## config.mk

```make
export PLATFORM = sky130hd
export DESIGN_NAME = accumulator_bank_pingpong
export DESIGN_NICKNAME = d
export VERILOG_FILES = /design/src/rtl/accumulator_bank_pingpong.sv
export SDC_FILE = /design/constraint.sdc
export NUM_CORES = 1
export LEC_CHECK = 0
export CAP_MARGIN = 0
export CORE_MARGIN = 2
export CORE_UTILIZATION = 40
export DETAILED_ROUTE_END_ITERATION = 16
export GPL_ROUTABILITY_DRIVEN = 0
export GPL_TIMING_DRIVEN = 0
export HOLD_SLACK_MARGIN = 0.12
export MAX_ROUTING_LAYER = met4
export SYNTH_ARGS = -nofsm -noshare
export SYNTH_HDL_FRONTEND = slang
export SYNTH_SLANG_ARGS = --single-unit
```

## constraint.sdc

```tcl
create_clock -name clk -period 16.4 [get_ports clk]
set_input_delay 1.64 -clock clk [delete_from_list [all_inputs] [get_ports clk]]
set_output_delay 1.64 -clock clk [all_outputs]
set_load 0.02 [all_outputs]
```

## src/rtl/accumulator_bank_pingpong.sv

```systemverilog
// Double-buffered accumulator bank. The front bank takes sign-extended 2/4/8-bit partial sums
// with optional saturation. The back bank drains over valid/ready, and the banks swap only when the back bank is empty.
module accumulator_bank_pingpong #(
  parameter int BANK_DEPTH             = 8,
  parameter int SMALLEST_ELEMENT_WIDTH = 4,
  parameter int IN_WIDTH               = 8,
  parameter bit SATURATE               = 1'b1,
  localparam int ACC_WIDTH             = 4 * SMALLEST_ELEMENT_WIDTH,
  localparam int IDX_W                 = $clog2(BANK_DEPTH)
) (
  input  logic                 clk,
  input  logic                 reset,
  input  logic [1:0]           bitwidth,
  input  logic                 acc_valid,
  input  logic [IDX_W-1:0]     acc_entry,
  input  logic [IN_WIDTH-1:0]  acc_data,
  output logic                 acc_dropped,
  input  logic                 swap_req,
  output logic                 swap_ready,
  output logic                 out_valid,
  input  logic                 out_ready,
  output logic [IDX_W-1:0]     out_index,
  output logic [ACC_WIDTH-1:0] out_data,
  output logic                 out_last,
  output logic                 out_saturated,
  output logic                 dbg_back_state
);

  // Stream handshake: a back-bank entry transfers on any rising edge where out_valid && out_ready;
  // out_data/out_index hold steady while out_valid && !out_ready. A swap transfers on swap_req && swap_ready.

  typedef enum logic {BACK_EMPTY = 1'b0, BACK_DRAIN = 1'b1} back_state_e;

  localparam logic [IDX_W:0]   DEPTH_W = (IDX_W + 1)'(BANK_DEPTH);
  localparam logic [IDX_W-1:0] LAST    = IDX_W'(BANK_DEPTH - 1);

  back_state_e            state_q, state_d;
  logic [ACC_WIDTH-1:0]   bank_q [2][BANK_DEPTH];
  logic [ACC_WIDTH-1:0]   bank_d [2][BANK_DEPTH];
  logic [1:0]             sat_q, sat_d;
  logic                   bank_sel_q, bank_sel_d;
  logic [IDX_W-1:0]       ptr_q, ptr_d;
  logic                   out_sat_q, out_sat_d;
  logic                   dropped_q, dropped_d;

  logic [ACC_WIDTH-1:0]   sext;
  logic [ACC_WIDTH-1:0]   acc_cur;
  logic [ACC_WIDTH:0]     sum_wide;
  logic [ACC_WIDTH-1:0]   acc_new;
  logic                   ovf;
  logic                   in_range;
  logic                   swap_acc;

  always_comb begin
    case (bitwidth)
      2'd0:    sext = {{(ACC_WIDTH-2){acc_data[1]}}, acc_data[1:0]};
      2'd1:    sext = {{(ACC_WIDTH-4){acc_data[3]}}, acc_data[3:0]};
      default: sext = {{(ACC_WIDTH-8){acc_data[7]}}, acc_data[7:0]};
    endcase
  end

  // One extra bit of headroom exposes signed overflow as a mismatch of the top two bits.
  always_comb begin
    in_range = ({1'b0, acc_entry} < DEPTH_W);
    acc_cur  = bank_q[bank_sel_q][acc_entry];
    sum_wide = {acc_cur[ACC_WIDTH-1], acc_cur} + {sext[ACC_WIDTH-1], sext};
    ovf      = SATURATE && (sum_wide[ACC_WIDTH] ^ sum_wide[ACC_WIDTH-1]);
    if (ovf) begin
      acc_new = sum_wide[ACC_WIDTH] ? {1'b1, {(ACC_WIDTH-1){1'b0}}}
                                    : {1'b0, {(ACC_WIDTH-1){1'b1}}};
    end else begin
      acc_new = sum_wide[ACC_WIDTH-1:0];
    end
  end

  always_comb begin
    state_d    = state_q;
    bank_d     = bank_q;
    sat_d      = sat_q;
    bank_sel_d = bank_sel_q;
    ptr_d      = ptr_q;
    out_sat_d  = out_sat_q;
    dropped_d  = dropped_q;
    swap_acc   = swap_req && (state_q == BACK_EMPTY);

    if (acc_valid) begin
      if (in_range) begin
        bank_d[bank_sel_q][acc_entry] = acc_new;
        sat_d[bank_sel_q]             = sat_q[bank_sel_q] | ovf;
      end else begin
        dropped_d = 1'b1;
      end
    end

    // The accept-cycle write above is already in bank_d, so it travels with the old front.
    if (swap_acc) begin
      bank_sel_d = ~bank_sel_q;
      out_sat_d  = sat_d[bank_sel_q];
      sat_d[~bank_sel_q] = 1'b0;
      for (int i = 0; i < BANK_DEPTH; i++) begin
        bank_d[~bank_sel_q][i] = '0;
      end
      ptr_d   = '0;
      state_d = BACK_DRAIN;
    end

    if (state_q == BACK_DRAIN && out_ready) begin
      if (ptr_q == LAST) begin
        ptr_d   = '0;
        state_d = BACK_EMPTY;
      end else begin
        ptr_d = ptr_q + 1'b1;
      end
    end
  end

  always_ff @(posedge clk or posedge reset) begin
    if (reset) begin
      state_q    <= BACK_EMPTY;
      bank_q     <= '{default: '0};
      sat_q      <= '0;
      bank_sel_q <= 1'b0;
      ptr_q      <= '0;
      out_sat_q  <= 1'b0;
      dropped_q  <= 1'b0;
    end else begin
      state_q    <= state_d;
      bank_q     <= bank_d;
      sat_q      <= sat_d;
      bank_sel_q <= bank_sel_d;
      ptr_q      <= ptr_d;
      out_sat_q  <= out_sat_d;
      dropped_q  <= dropped_d;
    end
  end

  assign swap_ready     = (state_q == BACK_EMPTY);
  assign out_valid      = (state_q == BACK_DRAIN);
  assign out_index      = ptr_q;
  assign out_data       = bank_q[~bank_sel_q][ptr_q];
  assign out_last       = out_valid && (ptr_q == LAST);
  assign out_saturated  = out_valid && out_sat_q;
  assign acc_dropped    = dropped_q;
  assign dbg_back_state = (state_q == BACK_DRAIN);

endmodule

```

==> metrics.txt, run 1 <==
antenna violations before repair=0; Worst Clk Skew=around 16 ps; total negative slack=0 ps; worst slew pin tran=approximately 1300 ps; Detailed Route Iter0 Violations=approximately 1,400; most common library cell in the layout ignoring fill and taps=dfrtp_1; placed cells=roughly 1,900; type of origin of the critical path=input pin; Fillers=between 3,000 and 4,000; GRT Residual Overflow=0; unrepaired setup endpoints after global routing=false; average size of a mapped cell=11.16 sq um; io pins=43; Post-DP HPWL=~40,000 um; EDFF count, synth=0; Post-DP Area=between 15,000 and 20,000 sq um; DRT Pass-1 Iters=5; fmax=~120 MHz; final hold slack=~500 ps; status=finished clean; Syn Inst Count=roughly 1,300; Distinct cells, synth=68; critical path capture point type=register; vias in the first global route=12,570; worst path required time=16,810 ps; XOR/XNOR Fraction of Synth Area=less than 1%; CP Max Fanout=10; nets@finish=about 1,500; WL/cell=roughly 28 um; Async SR Flop Fraction=100.0%; fin crit share=between 40% and 50%; complex-gate fraction of the synthesized area=20.61%; total CTS buffers=29; die span in y=approximately 200 um; Hold Vio Cnt, Final=0; CP Class=input pin to register; crit path DAT=between 8000 and 9000 ps; largest family of logic cells by synthesized area=multiplexers; Residual DRC=0; Post-CTS Resized=0; total core area=around 37,000 sq um; Yosys Warn Count=0; Area Growth Syn to Fin=13.28%; Synth Cell Area=14,960 sq um; worst skew pair latency=about 560 ps; Max Transition Viols Final=0; Main synth FF type=dfrtp_1; global-route wire length before repair=a little over 80,000 um; fraction of layout cells with a size suffix above 1=~17%; Non-Filler Instances=roughly 1,900; CTS Buffer Depth=3; Antenna diodes=0; GRT Resource Usage Total=between 20% and 30%; Simple-Gate Fraction of Synth Area=6.129%; post-synthesis register bit count=264; die width=197.4 um; wirelength, routed=53,470 um; Rel. slew slack=a little under an eighth; Buffers on Ports=40; largest net degree at the start of global routing=approximately 130; die footprint=approximately 39,000 sq um; commonest non-fill, non-tap cells in the layout=dfrtp_1, o21ai_0, a21oi_1, mux4_2, clkbuf_1; Vias=12,685; adder-cell share of the synthesized area=under 10%; via/cell ratio=between 6 and 7; Tmin final=just over 8000 ps; clk sinks=264; Worst Hold Class=register to register; final setup vio count=0; clk slew on worst S/H paths=roughly 60 ps; ANT nets after route=0; multiplexer share of the synthesized area=a little under a quarter; max cap viols=0; Setup Buffers After CTS=0; clock tree root driver cell=clkbuf_16; row count=70; design area=about 17,000 sq um; register area share after synthesis=between 40% and 50%; Syn Nets=1,378; CTS tree=done; H-tree Lvls=1; Hold Buf Count CTS=0; Initial Util=40.78%
## Yosys cell counts, types with 2 or more instances
cell | instances | area [sq um]
nor2b_1 | 5 | 31.28
buf_4 | 3 | 22.52
nand3_1 | 64 | 320.3
o211ai_1 | 2 | 15.01
mux4_2 | 129 | 2905
nand2b_1 | 13 | 81.33
or3b_2 | 2 | 17.52
nand2_1 | 29 | 108.9
clkbuf_1 | 85 | 319.1
nor3_1 | 6 | 30.03
nand3b_1 | 2 | 15.01
a21oi_2 | 3 | 26.28
a211oi_2 | 2 | 25.02
buf_6 | 2 | 22.52
a221o_1 | 6 | 60.06
a21o_1 | 3 | 22.52
or2_2 | 3 | 18.77
and2_1 | 4 | 25.02
inv_1 | 11 | 41.29
o22ai_1 | 19 | 118.9
xor2_1 | 4 | 35.03
buf_2 | 25 | 125.1
nor2_1 | 45 | 168.9
mux2i_1 | 41 | 410.4
buf_1 | 11 | 41.29
o21ai_2 | 2 | 17.52
a211oi_1 | 19 | 142.6
dfrtp_1 | 264 | 6606
o21a_1 | 3 | 22.52
o311ai_0 | 2 | 17.52
a31oi_1 | 2 | 12.51
a21oi_1 | 203 | 1016
ha_1 | 18 | 225.2
o21ai_1 | 5 | 25.02
xnor2_1 | 8 | 70.07
mux2_2 | 7 | 78.83
o21ai_0 | 250 | 1251
a21oi_4 | 9 | 146.4
## registers in the layout, summed over array words and instances (netlist names)
name            flops
out_index           3
dbg_back_state      1
bank_sel_q          1
sat_q               2
out_sat_q           1
bank_q            256
## path summary, 6_finish.rpt
path                            cells past startpoint  slack (ps)                   start                    end
worst max-delay path                               18        8270            acc_entry[0]  bank_q[218]$_DFF_PP0_
worst min-delay path                                2         490      sat_q[1]$_DFF_PP0_     sat_q[1]$_DFF_PP0_
worst max register to register                     19       10020  bank_sel_q$_DFFE_PP0P_  bank_q[218]$_DFF_PP0_
worst min register to register                      2         490      sat_q[1]$_DFF_PP0_     sat_q[1]$_DFF_PP0_
max in group asynchronous                           4       13440                   reset   bank_q[33]$_DFF_PP0_
min in group asynchronous                           2        1480                   reset  bank_q[104]$_DFF_PP0_
## stage by stage
| step | util (%) | setup WS (ps) |
|---|---|---|
| floorplan | - | 7491 |
| global placement | 43.46 | 3892 |
| detailed placement | 43.63 | 7863 |
| CTS | 46.19 | 8419 |
| global route | 46.19 | 8128 |
| finish | 46.19 | 8271 |
## worst max-delay path, cell delays in order
cell and delay (ps):
clkdlybuf4s50_1 640, buf_1 660, clkbuf_1 700, clkbuf_1 770, mux4_2 460, a211oi_1 440, nand2_1 140, ha_1 290
fa_1 490, a211oi_2 270, o211a_1 280, nor3_1 100, o31ai_1 370, mux2i_4 190, buf_6 220, a21oi_4 330
buf_2 360, a21oi_1 130
## layer usage
| metal | wire, um | GRT usage, % | vias to the layer above |
|---|---|---|---|
| met5 | 0 | - | - |
| met4 | 3608 | 15.46 | 0 |
| met3 | 4935 | 4.610 | 181 |
| met2 | 23310 | 41.64 | 814 |
| met1 | 21610 | 39.08 | 6393 |
| li1 | - | - | 5297 |
## area by class of cell
class	instances	area, sq um	share of cell area, %
Multi-Input combinational cell	940	7786	45.93
Inverter	11	48.80	0.2879
Clock inverter	10	103.9	0.6126
Timing Repair Buffer	42	455.4	2.687
Buffer	126	530.5	3.130
Clock buffer	42	834.6	4.923
Sequential cell	264	6606	38.97
Tap cell	468	585.6	3.454
## cell families after synthesis
logic type      count (synthesis)
compound gates                544
xor+xnor                       12
fa+ha+maj                      19
buf+inv                       137
flops                         264
mux                           179
other cells                     1
simple gates                  185
Power of run 1 is not shown: default switching activity piles up to over one toggle a cycle in this logic, so the estimate is an artifact.
==> inputs of run 2 (changes only) <==
Clock period 16.4 ns to 8.25 ns, I/O delays scaled along.
==> results of run 2 <==
Same layout as run 1 (identical final DEF). Status: finished clean.
Among the figures that moved: setup slack after placement 7863 ps -> 528.2 ps; setup slack after layout 8271 ps -> 935.9 ps; register-to-register setup slack 10020 ps -> 1870 ps
Power of run 2 is left out for the same reason.
==> inputs of run 3 (changes only) <==
Settings changed: CTS_BUF_LIST set to sky130_fd_sc_hd__clkbuf_8.
==> run 3 against run 2 <==
Non-clock buffer count did not move. Register-to-register slack about the same. Sequential share of layout area increased by 0.14 points. First-iteration DRC count shrank 1.3%. Worst hold slack lost 11 ps.
==> metrics.txt, run 3 (synthesized netlist as in run 1, its figures left out) <==
Worst Clk Skew=20.83 ps (+4.543 ps); global-route wire length before repair=80,850 um (+0.28%); worst skew pair latency=590 ps (+30 ps); CP Class=input pin to register; fmax=approximately 140 MHz; hold_sp=sat_q[1]$_DFF_PP0_; GRT Residual Overflow=0 (unchanged); crit path DAT=roughly 7700 ps; Hold Vio Cnt, Final=0 (unchanged); nets@finish=1,468 (+1.2%); largest net degree at the start of global routing=127 (unchanged); Initial Util=40.78% (unchanged); Final Util=46.03% (-0.16 points); clock tree root driver cell=clkbuf_8; row count=70 (unchanged); worst slew pin tran=1264 ps (-58.15 ps); CTS Buffer Depth=3 (unchanged); antenna violations before repair=0 (unchanged); final setup vio count=0 (unchanged); WL/cell=27.76 um (-1.2%); Reg area=6606 sq um (unchanged); FF-to-FF End=bank_q[218]$_DFF_PP0_; cell depth of the worst hold path=2 (unchanged); R2R depth=19 (unchanged); CP Max Fanout=10 (unchanged); Worst Hold Class=register to register; Buffers on Ports=40 (unchanged); die footprint=38,970 sq um (unchanged); Rel. slew slack=15.73% (+3.9 points); Detailed Route Iter0 Violations=1,410 (-1.3%); type of origin of the critical path=input pin; fin crit share=between 80% and 90%; fraction of layout cells with a size suffix above 1=17.99% (+0.92 points); DRT Pass-1 Iters=6 (+1); Vias=12,626 (-0.47%); worst path required time=between 8000 and 9000 ps; footprint of the multi-input gates=7786 sq um (unchanged); total core area=36,700 sq um (unchanged); R2R Setup Slk=roughly 1900 ps; via/cell ratio=6.562 (-1.6%); Max Transition Viols Final=0 (unchanged); total CTS buffers=46 (+59%); GRT Resource Usage Total=29.03% (+0.25 points); worst r2r src=bank_sel_q$_DFFE_PP0P_; clk sinks=264 (unchanged); clk slew on worst S/H paths=60 ps (about the same); Biggest register=bank_q; Place WS=between 500 and 600 ps; critical path capture point type=register; Residual DRC=0 (unchanged); Post-CTS Resized=0 (unchanged); Setup Buffers After CTS=0 (unchanged); max cap viols=0 (unchanged); status=finished clean; H-tree Lvls=2 (+1); io pins=43 (unchanged); final worst slack=945.2 ps; unrepaired setup endpoints after global routing=false; die width=197.4 um (unchanged); Min-Delay Endpoint=sat_q[1]$_DFF_PP0_; Area Growth Syn to Fin=12.88%; most common library cell in the layout ignoring fill and taps=dfrtp_1; Hold Buf Count CTS=0 (unchanged); Fillers=3,366 (+0.21%); Tmin final=around 7300 ps; vias in the first global route=12,683 (+0.90%); commonest non-fill, non-tap cells in the layout=dfrtp_1, o21ai_0, a21oi_1, mux4_2, clkbuf_1; CTS tree=done; die span in y=197.4 um (unchanged); wirelength, routed=53,420 um (-0.10%); Post-DP HPWL=39,940 um (unchanged); ANT nets after route=0 (unchanged); Antenna diodes=0 (unchanged); max reg flops=256 (unchanged)
==> run 3: cell types whose count changed in the layout (fill, tap and decap cells not counted), sizes merged <==
| cell | change |
|---|---|
| clkbuf | +12 |
| inv | +11 |
| clkinv | -2 |
==> run 3: critical path, stage by stage <==
cell and delay [ps]:
clkdlybuf4s50_1 620, buf_1 660, clkbuf_1 700, clkbuf_1 810
mux4_2 460, a211oi_1 430, nand2_1 140, ha_1 290
fa_1 480, a211oi_2 270, o211a_1 270, nor3_1 90
o31ai_1 370, mux2i_4 190, buf_6 220, a21oi_4 350
buf_2 360, a21oi_1 140
==> run 3: worst max path at each step <==
stage	slack (ps)	from	endpoint	cells past startpoint
2_1_floorplan	160	reset	bank_q[0]$_DFF_PP0_	1
3_3_place_gp	-3440	reset	bank_q[1]$_DFF_PP0_	2
6_report	950	acc_entry[0]	bank_q[218]$_DFF_PP0_	18
4_1_cts	1120	acc_entry[0]	bank_q[169]$_DFF_PP0_	18
5_1_grt	800	acc_entry[0]	bank_q[137]$_DFF_PP0_	18
3_5_place_dp	530	acc_entry[0]	bank_q[169]$_DFF_PP0_	18
==> run 3: cell type report <==
| type | instances | area share (%) |
|---|---|---|
| multi-input cells | 940 | 46.10 |
| flip-flops and latches | 264 | 39.11 |
| clock buffers | 54 | 4.400 |
| well taps | 468 | 3.467 |
| plain buffers | 126 | 3.141 |
| repair buffers | 42 | 2.696 |
| clock inverters | 19 | 0.8000 |
| inverters | 11 | 0.2889 |
==> run 3: per-stage QoR <==
stage	std cells	area (sq um)	hold slack, ps	TNS, ps
after floorplan	1341	14960	449.2	0
after global routing	1924	16890	541.8	0
final	1924	16890	481.6	0
after detailed placement	1851	16010	470.1	0
after CTS	1924	16890	483.8	0
after global placement	1849	15950	463.6	-898510
==> run 3: metal layers <==
metal | global-route usage [%] | share of wire (%)
met5 | - | 0
met4 | 16.12 | 6.4
met3 | 5.498 | 9.2
met2 | 41.68 | 44
met1 | 38.92 | 40
Power of run 3 is left out for the same reason.
